--- src/rtl/mem_arb_pkg.sv ---
// Shared types and constants for the IF/DM memory port arbiter.
//   arb_state_t : arbiter FSM state (IDLE -> ACCESS -> DONE -> IDLE)
//   arb_owner_t : which requester owns the current access
//   MEM_DELAY_DEFAULT : default memory latency taken from `MEM_DELAY_CONST
`ifndef MEM_DELAY_CONST
`define MEM_DELAY_CONST 3
`endif

package mem_arb_pkg;

  localparam int unsigned MEM_DELAY_DEFAULT = `MEM_DELAY_CONST;

  typedef enum logic [1:0] {
    IDLE,
    ACCESS,
    DONE
  } arb_state_t;

  typedef enum logic {
    OWN_IF,
    OWN_DM
  } arb_owner_t;

endpackage

--- src/rtl/mem_lat_counter.sv ---
// Memory latency down-counter.
//   clk, nrst : clock, asynchronous active-low reset
//   load      : load load_val (has priority over dec)
//   load_val  : value loaded on load
//   dec       : decrement by one, holds at zero
//   zero      : counter currently equals zero
module mem_lat_counter #(
  parameter int unsigned WIDTH = 2
) (
  input  logic             clk,
  input  logic             nrst,
  input  logic             load,
  input  logic [WIDTH-1:0] load_val,
  input  logic             dec,
  output logic             zero
);

  logic [WIDTH-1:0] cnt_q, cnt_d;

  always_comb begin
    cnt_d = cnt_q;
    if (load) begin
      cnt_d = load_val;
    end else if (dec && (cnt_q != '0)) begin
      cnt_d = cnt_q - WIDTH'(1);
    end
  end

  always_ff @(posedge clk or negedge nrst) begin
    if (!nrst) begin
      cnt_q <= '0;
    end else begin
      cnt_q <= cnt_d;
    end
  end

  assign zero = (cnt_q == '0);

endmodule

--- src/rtl/mem_port_arbiter.sv ---
// Shares one single-ported fixed-latency memory between fetch (IF) and data (DM).
//   clk, nrst                  : clock, asynchronous active-low reset
//   if_req/if_addr/if_flush    : fetch request, address, cancel of in-flight fetch
//   if_rdata/if_valid/if_stall : fetched word, one-cycle completion pulse, IF wait line
//   dm_req/dm_we/dm_addr/dm_wdata : data request (store when dm_we)
//   dm_rdata/dm_valid/dm_stall : load word, one-cycle completion pulse, DM wait line
//   mem_en/mem_we/mem_addr/mem_wdata/mem_rdata : memory side
// DM wins arbitration unless IF has already lost STARVE_MAX grants in a row.
module mem_port_arbiter
  import mem_arb_pkg::*;
#(
  parameter int unsigned ADDR_W     = 32,
  parameter int unsigned DATA_W     = 32,
  parameter int unsigned MEM_DELAY  = MEM_DELAY_DEFAULT,
  parameter int unsigned STARVE_MAX = 4
) (
  input  logic              clk,
  input  logic              nrst,
  input  logic              if_req,
  input  logic [ADDR_W-1:0] if_addr,
  input  logic              if_flush,
  output logic [DATA_W-1:0] if_rdata,
  output logic              if_valid,
  output logic              if_stall,
  input  logic              dm_req,
  input  logic              dm_we,
  input  logic [ADDR_W-1:0] dm_addr,
  input  logic [DATA_W-1:0] dm_wdata,
  output logic [DATA_W-1:0] dm_rdata,
  output logic              dm_valid,
  output logic              dm_stall,
  output logic              mem_en,
  output logic              mem_we,
  output logic [ADDR_W-1:0] mem_addr,
  output logic [DATA_W-1:0] mem_wdata,
  input  logic [DATA_W-1:0] mem_rdata
);

  localparam int unsigned CNT_W    = $clog2(MEM_DELAY) + 1;
  localparam int unsigned STARVE_W = $clog2(STARVE_MAX + 1);

  arb_state_t          state_q, state_d;
  arb_owner_t          owner_q, owner_d;
  logic [STARVE_W-1:0] starve_q, starve_d;
  logic                cancel_q, cancel_d;
  logic [ADDR_W-1:0]   addr_q;
  logic                we_q;
  logic [DATA_W-1:0]   wdata_q;
  logic [DATA_W-1:0]   if_rdata_q, dm_rdata_q;

  logic cnt_load, cnt_dec, cnt_zero;
  logic latch, grant_if, last_access;
  logic capture_if, capture_dm;

  mem_lat_counter #(
    .WIDTH (CNT_W)
  ) u_lat_counter (
    .clk      (clk),
    .nrst     (nrst),
    .load     (cnt_load),
    .load_val (CNT_W'(MEM_DELAY - 1)),
    .dec      (cnt_dec),
    .zero     (cnt_zero)
  );

  assign grant_if = if_req & (~dm_req | (starve_q == STARVE_W'(STARVE_MAX)));

  always_comb begin
    state_d  = state_q;
    owner_d  = owner_q;
    starve_d = starve_q;
    cancel_d = cancel_q;
    cnt_load = 1'b0;
    cnt_dec  = 1'b0;
    latch    = 1'b0;
    unique case (state_q)
      IDLE: begin
        cancel_d = 1'b0;
        if (if_req || dm_req) begin
          latch    = 1'b1;
          cnt_load = 1'b1;
          state_d  = ACCESS;
          if (grant_if) begin
            owner_d  = OWN_IF;
            starve_d = '0;
          end else begin
            owner_d = OWN_DM;
            if (!if_req) begin
              starve_d = '0;
            end else if (starve_q != STARVE_W'(STARVE_MAX)) begin
              starve_d = starve_q + STARVE_W'(1);
            end
          end
        end
      end
      ACCESS: begin
        cnt_dec = 1'b1;
        if ((owner_q == OWN_IF) && if_flush) begin
          cancel_d = 1'b1;
        end
        if (cnt_zero) begin
          state_d = DONE;
        end
      end
      DONE: begin
        // Flag only matters while not in IDLE; DONE always returns there.
        cancel_d = 1'b0;
        state_d  = IDLE;
      end
      default: begin
        state_d = IDLE;
      end
    endcase
  end

  assign last_access = (state_q == ACCESS) && cnt_zero;
  // A flush arriving on the capture cycle itself must also block the update.
  assign capture_if  = last_access && (owner_q == OWN_IF) && !cancel_q && !if_flush;
  assign capture_dm  = last_access && (owner_q == OWN_DM) && !we_q;

  always_ff @(posedge clk or negedge nrst) begin
    if (!nrst) begin
      state_q    <= IDLE;
      owner_q    <= OWN_IF;
      starve_q   <= '0;
      cancel_q   <= 1'b0;
      addr_q     <= '0;
      we_q       <= 1'b0;
      wdata_q    <= '0;
      if_rdata_q <= '0;
      dm_rdata_q <= '0;
    end else begin
      state_q  <= state_d;
      owner_q  <= owner_d;
      starve_q <= starve_d;
      cancel_q <= cancel_d;
      if (latch) begin
        addr_q  <= grant_if ? if_addr : dm_addr;
        we_q    <= grant_if ? 1'b0 : dm_we;
        wdata_q <= grant_if ? '0 : dm_wdata;
      end
      if (capture_if) begin
        if_rdata_q <= mem_rdata;
      end
      if (capture_dm) begin
        dm_rdata_q <= mem_rdata;
      end
    end
  end

  assign mem_en    = (state_q == ACCESS);
  assign mem_we    = mem_en & we_q;
  assign mem_addr  = addr_q;
  assign mem_wdata = wdata_q;

  // Same-cycle flush in DONE still suppresses the pulse.
  assign if_valid = (state_q == DONE) && (owner_q == OWN_IF) && !cancel_q && !if_flush;
  assign dm_valid = (state_q == DONE) && (owner_q == OWN_DM);
  assign if_rdata = if_rdata_q;
  assign dm_rdata = dm_rdata_q;

  // Gated by nrst so stalls drop the instant reset asserts.
  assign if_stall = nrst & if_req & ~if_valid;
  assign dm_stall = nrst & dm_req & ~dm_valid;

endmodule
--- config.mk ---
export PLATFORM = sky130hd
export DESIGN_NAME = mem_port_arbiter
export DESIGN_NICKNAME = d
export VERILOG_FILES = /design/src/rtl/mem_arb_pkg.sv /design/src/rtl/mem_lat_counter.sv /design/src/rtl/mem_port_arbiter.sv
export SDC_FILE = /design/constraint.sdc
export NUM_CORES = 1
export LEC_CHECK = 0
export BUFFER_PORTS_ARGS = -buffer_cell sky130_fd_sc_hd__buf_2
export CAP_MARGIN = 10
export CORE_UTILIZATION = 48
export DETAILED_ROUTE_END_ITERATION = 12
export GPL_ROUTABILITY_DRIVEN = 0
export PLACE_DENSITY = 0.81
export SLEW_MARGIN = 40
export SYNTH_ARGS = -nofsm -noshare
export SYNTH_HDL_FRONTEND = slang
export SYNTH_SLANG_ARGS = --single-unit
export TNS_END_PERCENT = 1
--- constraint.sdc ---
create_clock -name clk -period 2.09 [get_ports clk]
set_clock_uncertainty 0.15 [all_clocks]
set_input_delay 0.418 -clock clk [delete_from_list [all_inputs] [get_ports clk]]
set_output_delay 0.418 -clock clk [all_outputs]
set_load 0.1 [all_outputs]
* After elaboration in Yosys (flattened, before gate mapping)
Index checks and enable logic that the tools add are counted.
W data, S select, Z words.
** Operators by class
- Add/subtract/negate cells :: 2
- Equality and inequality tests :: 8
- Multiplexer cells :: 17
- Bitwise logic cells :: 11
- Reductions and logical operators :: 26
** Operators with widths (count)
- $mux W32 :: 2
- $mux W3 :: 5
- $logic_and A1 B1 Y1 :: 12
- $and A1 B1 Y1 :: 6
- $mux W1 :: 6
- $reduce_and A2 Y1 :: 3
- $mux W2 :: 2
- $ne A2 B1 Y1 const B :: 2
- $not A1 Y1 :: 4
- $pmux W2 S2 :: 1
- $reduce_bool A2 Y1 :: 2
- $add A3 B1 Y3 const B :: 1
- $eq A3 B3 Y1 const B :: 1
- $logic_not A1 Y1 :: 3
- $logic_not A3 Y1 :: 1
- $ne A3 B1 Y1 const B :: 1
- $ne A3 B3 Y1 const B :: 1
- $reduce_and A3 Y1 :: 1
- $reduce_bool A3 Y1 :: 1
- $sub A3 B1 Y3 const B :: 1
- $eq A2 B1 Y1 const B :: 1
- $eq A2 B2 Y1 const B :: 1
- $logic_not A2 Y1 :: 1
- $ne A2 B2 Y1 const B :: 1
- 4 further kinds :: 4
** Word-level totals
- Register bits after elaboration :: 139
- Bits of input ports :: 134
- Output and inout bits :: 134
- Word-level logic and storage cells :: 74

* Longest topological paths before layout
- Word-level depth :: 6
- Gate-level depth with buffers :: 7
- Depth with buffers taken out :: 5

* Cells and area by module
From an unflattened synthesis, not the netlist that was laid out.
** Second synthesis, totals
- Cell total of the unflattened synthesis :: 465
- Area, all modules :: 6284.8 sq um
** Modules (own cells, without submodules)
- mem_port_arbiter :: instances 1, cells an instance 446, area each 6077.1 sq um, sequential area each 3403.3 sq um
- mem_lat_counter :: instances 1, cells an instance 19, area each 207.7 sq um, sequential area each 75.1 sq um

* Worst setup path before layout
Ideal clock, no wire load.
- Path type :: register to output
- From :: register owner_q
- To :: output port if_stall
- Data arrival time :: 2449 ps
- Required time :: 1522 ps
- Slack :: -927 ps
- Cell stages (with the launch flop) :: 4
- Buffers on the path :: 0
- Cell sequence :: dfrtp_1 > nor3_1 > and3b_1 > nor2_1
** Between the ends
- Longest elaborated chain between the ends :: 6
** RTL lines
- start: declaration :: line mem_port_arbiter.sv:43 : arb_owner_t owner_q, owner_d;
- start signal: assignment :: line mem_port_arbiter.sv:134 : owner_q <= owner_d;
- $not A1 Y1 :: line mem_port_arbiter.sv:157 : assign if_valid = (state_q == DONE) && (owner_q == OWN_IF) && !cancel_q && !if_flush;
- $logic_and A1 B1 Y1 (3 in a row) :: line mem_port_arbiter.sv:157
- net if_valid :: line mem_port_arbiter.sv:23 : output logic if_valid,
- $not A1 Y1 :: line mem_port_arbiter.sv:163 : assign if_stall = nrst & if_req & ~if_valid;
- $and A1 B1 Y1 :: line mem_port_arbiter.sv:163
- end: declaration :: line mem_port_arbiter.sv:24 : output logic if_stall,
The timed path passes the listed nets, and every way through them passes these cells.

* Worst setup path in the final report
- From :: register owner_q
- To :: output port dm_stall
** Between the ends
- Longest elaborated chain between the ends :: 3
** RTL lines
- $logic_and A1 B1 Y1 :: line mem_port_arbiter.sv:158 : assign dm_valid = (state_q == DONE) && (owner_q == OWN_DM);
- $not A1 Y1 :: line mem_port_arbiter.sv:164 : assign dm_stall = nrst & dm_req & ~dm_valid;
- $and A1 B1 Y1 :: line mem_port_arbiter.sv:164
- end: declaration :: line mem_port_arbiter.sv:31 : output logic dm_stall,
No other way between the ends.

==> impl_summary.md <==
Logic synthesis
The post-synthesis instance area is 6070 µm². The synthesized instance count is 460. The average instance in the mapped netlist occupies about 13 µm².

Among all flip-flop cells after synthesis, the most frequent one is sky130_fd_sc_hd__dfrtp_1. In the synthesized netlist, the cells that appear most often are sky130_fd_sc_hd__dfrtp_1 (139), sky130_fd_sc_hd__and3_1 (65), sky130_fd_sc_hd__mux2_2 (57), sky130_fd_sc_hd__a22o_1 (33). The number of synthesized flops with an enable pin is 0. The cell taking the most area after synthesis is sky130_fd_sc_hd__dfrtp_1. Synthesis produced a netlist with a net count of approximately 600. After synthesis the netlist holds a flip-flop and latch count of between 100 and 150. Yosys printed 0 warnings. Of the post-synthesis cell area, the dominant cell type holds 0.573.

The most used standard cell by instance count after synthesis is sky130_fd_sc_hd__dfrtp_1. The part of the Yosys area used for sequential elements is 0.573. Yosys attributes the largest share of cell area to sky130_fd_sc_hd__dfrtp_1 (57%), sky130_fd_sc_hd__mux2_2 (11%), sky130_fd_sc_hd__and3_1 (6.7%). For this run, asynchronously set or reset flops after synthesis account for 1.00.

After synthesis, the netlist uses 37 different library cells.

Worst setup path
The beginning of the critical path is owner_q. The kind of end point of the critical path is an output port. The worst setup path is launched from a register. STA puts the critical path data arrival time at 1.53 ns. The worst setup path is of the register to output port kind. The launch point of the worst reg-to-reg path is starve_q[0].

The capturing instance or port of the critical path is dm_stall. The number of cells traversed by the worst register-to-register path is 6. STA puts the critical path data required time at around 1.5 ns. The biggest fanout along the worst timing path is 3. The capture point of the worst reg-to-reg path is mem_addr[9]. The reg2reg setup slack is about 0.21 ns.

Die
The region available for standard cell placement spans approximately 12000 µm². The number of placement rows is 40. The I/O pin count is approximately 270. The vertical die dimension is 114 µm. The initial utilization of the core area, before any placement, comes to 0.499.

The area enclosed by the die boundary is between 10000 and 15000 µm². The die is 114 µm wide.

Timing
The final-report max-slew violation count is 0. The final-report hold violation count is 0. After layout, the minimum clock period comes to about 2.1 ns. The setup TNS after final layout is -0.0126 ns.

The tightest hold path in the finished design has a slack of ~0.088 ns. In the post-route analysis, the smallest setup slack over all paths is -0.0126 ns. Setup repair after global routing could not meet its margin everywhere. The relative max-transition margin is 0.610. For this run, the top clock speed supported by timing is about 480 MHz. The slew of the pin with the lowest slew margin is 0.585 ns.

The fraction of the cycle the final worst path needs is 1.01. The setup violation total in the final timing report is 1.

Clock tree
The clock tree from TritonCTS is yes. At the later pin of the worst-skew pair, clock insertion delay measures ~0.41 ns. The master cell of the clock root buffer is sky130_fd_sc_hd__clkbuf_16. After clock tree synthesis, the clock-pin slew on the worst setup and hold paths is 0.06 ns. The number of clock buffers inserted by TritonCTS is 17.

The worst-case clock buffer depth is 2. The number of levels the H-tree was split into is 4. For this design, the sink count on the clock tree is ~140.

Placement
Detailed placement finished with a half-perimeter wire length of about 11000 µm. During placement, the flow inserted port buffers numbering roughly 270.

Route
After detailed routing, the average wire length per cell comes to around 17 µm. The number of design rule violations left after detail routing is 0. After detailed routing, the total wire length is 15600 µm.

The number of iterations in the first detailed-routing pass is 4. Summing over every cut layer, the via total after detailed routing is around 4900. The count of nets left with antenna violations once routing finished came out at 0. The iteration-0 DRC count of the detailed router is between 200 and 300. After detailed routing, the number of vias per cell comes to approximately 5.4.

Job
The reported max-cap violation count is 0.

Cells and area
The post-layout net count is about 860. Compared with the post-synthesis result, the final layout area differs by 38.3%. The repair_antennas step left the layout with diodes totalling 0. The layout cell share with drive strength beyond 1 is 0.535.

Hold path
In this run the most critical hold path is launched from mem_rdata[31]. The cell depth of the worst hold path is 2. The path class of the tightest hold or removal check is primary input to register.

Status
The run finished, with violations left. The final reports fail on negative setup slack.

Global routing
The number of antenna violations at the first check in global routing came to 0. The first global-routing pass estimated 24600 µm of wire. The via count of the first global-routing pass was 4890. The overall fraction of global-route tracks in use is 0.247. The maximum number of pins on one net before global-route repair is 93. The total global routing overflow is 0.
## metal layers
| layer | up-vias | global-route usage | wire length (µm) |
|---|---|---|---|
| met1 | 2366 | 0.291 | 6200 |
| met5 | - | 0 | 0 |
| met4 | 0 | 0.114 | 405 |
| li1 | 2289 | - | - |
| met3 | 32 | 0.0731 | 1160 |
| met2 | 229 | 0.417 | 7880 |
## worst max-delay path: stages, from the launching register on
cell	delay, ns
sky130_fd_sc_hd__dfrtp_1	0.40
sky130_fd_sc_hd__buf_6	0.13
sky130_fd_sc_hd__and3b_2	0.25
sky130_fd_sc_hd__nor2_4	0.15
sky130_fd_sc_hd__buf_12	0.18
## flip-flops by register name (all words and copies together), names as in the netlist
| register | cells |
|---|---|
| dm_rdata | 32 |
| if_rdata | 32 |
| mem_addr | 32 |
| mem_wdata | 32 |
| starve_q | 3 |
| u_lat_counter.cnt_q | 3 |
| state_q | 2 |
| cancel_q | 1 |
| owner_q | 1 |
| we_q | 1 |
## cell usage in the layout (no fill, tap or decap), types with 3 or more instances in the layout
cell type,netlist,final
sky130_fd_sc_hd__dlygate4sd3_1,0,3
sky130_fd_sc_hd__clkbuf_16,0,17
sky130_fd_sc_hd__clkbuf_8,0,4
sky130_fd_sc_hd__clkinv_2,0,3
sky130_fd_sc_hd__mux2_2,57,57
sky130_fd_sc_hd__inv_1,7,6
sky130_fd_sc_hd__and3_1,65,65
sky130_fd_sc_hd__a22o_1,33,33
sky130_fd_sc_hd__mux2_1,8,8
sky130_fd_sc_hd__nor2_4,0,3
sky130_fd_sc_hd__buf_4,0,16
sky130_fd_sc_hd__clkinvlp_4,0,4
sky130_fd_sc_hd__a221o_1,32,32
sky130_fd_sc_hd__o21ai_0,5,5
sky130_fd_sc_hd__buf_12,0,11
sky130_fd_sc_hd__ha_1,4,4
sky130_fd_sc_hd__buf_2,10,260
sky130_fd_sc_hd__nand2_2,1,3
sky130_fd_sc_hd__and4_1,32,32
sky130_fd_sc_hd__dfrtp_1,139,137
## through the flow
step,std cells,instance area (µm²),setup slack (ns),util
finish,907,8400,-0.0126,0.690
global placement,867,7680,0.0713,0.632
floorplan,460,6090,-0.308,-
CTS,903,8360,-0.0315,0.687
detailed placement,867,7680,-0.0221,0.632
global route,907,8400,-0.0668,0.690
## kinds of logic after synthesis
group | share of synthesized area
and+or+nand+nor | 0.140
muxes | 0.122
buffers and inverters | 0.0418
AOI/OAI and AO/OA | 0.115
adders and majority gates | 0.00824
DFF | 0.573
## area by class of cell
cell class | count | area (µm²)
fill | 885 | 3770
sequential | 139 | 3480
multi-input combinational | 269 | 2380
timing repair buffer | 292 | 1690
clock buffer | 22 | 484
tap | 168 | 210
clock inverter | 10 | 114
inverter | 7 | 28.8
## what timing repair did
action / 4_1_cts / 5_1_grt
hold endpoints to repair: 12 / 92
endpoints found under the setup margin: 4 / 5
resized for setup: 7 / 3
buffers inserted: 1 / 3
hold buffers: 3 / 1
pin swaps: 1 / 4
## worst min path at each step
stage,end,slack (ns)
2_1_floorplan,cancel_q,-0.03
3_3_place_gp,mem_wdata[15],0.10
3_5_place_dp,mem_wdata[4],0.10
4_1_cts,u_lat_counter.cnt_q[0],-0.07
5_1_grt,if_rdata[0],0.08
6_report,if_rdata[31],0.09
Power is left out: the tool's default activity adds up to more than one toggle a clock period on the data nets, which glitch-free logic cannot reach.
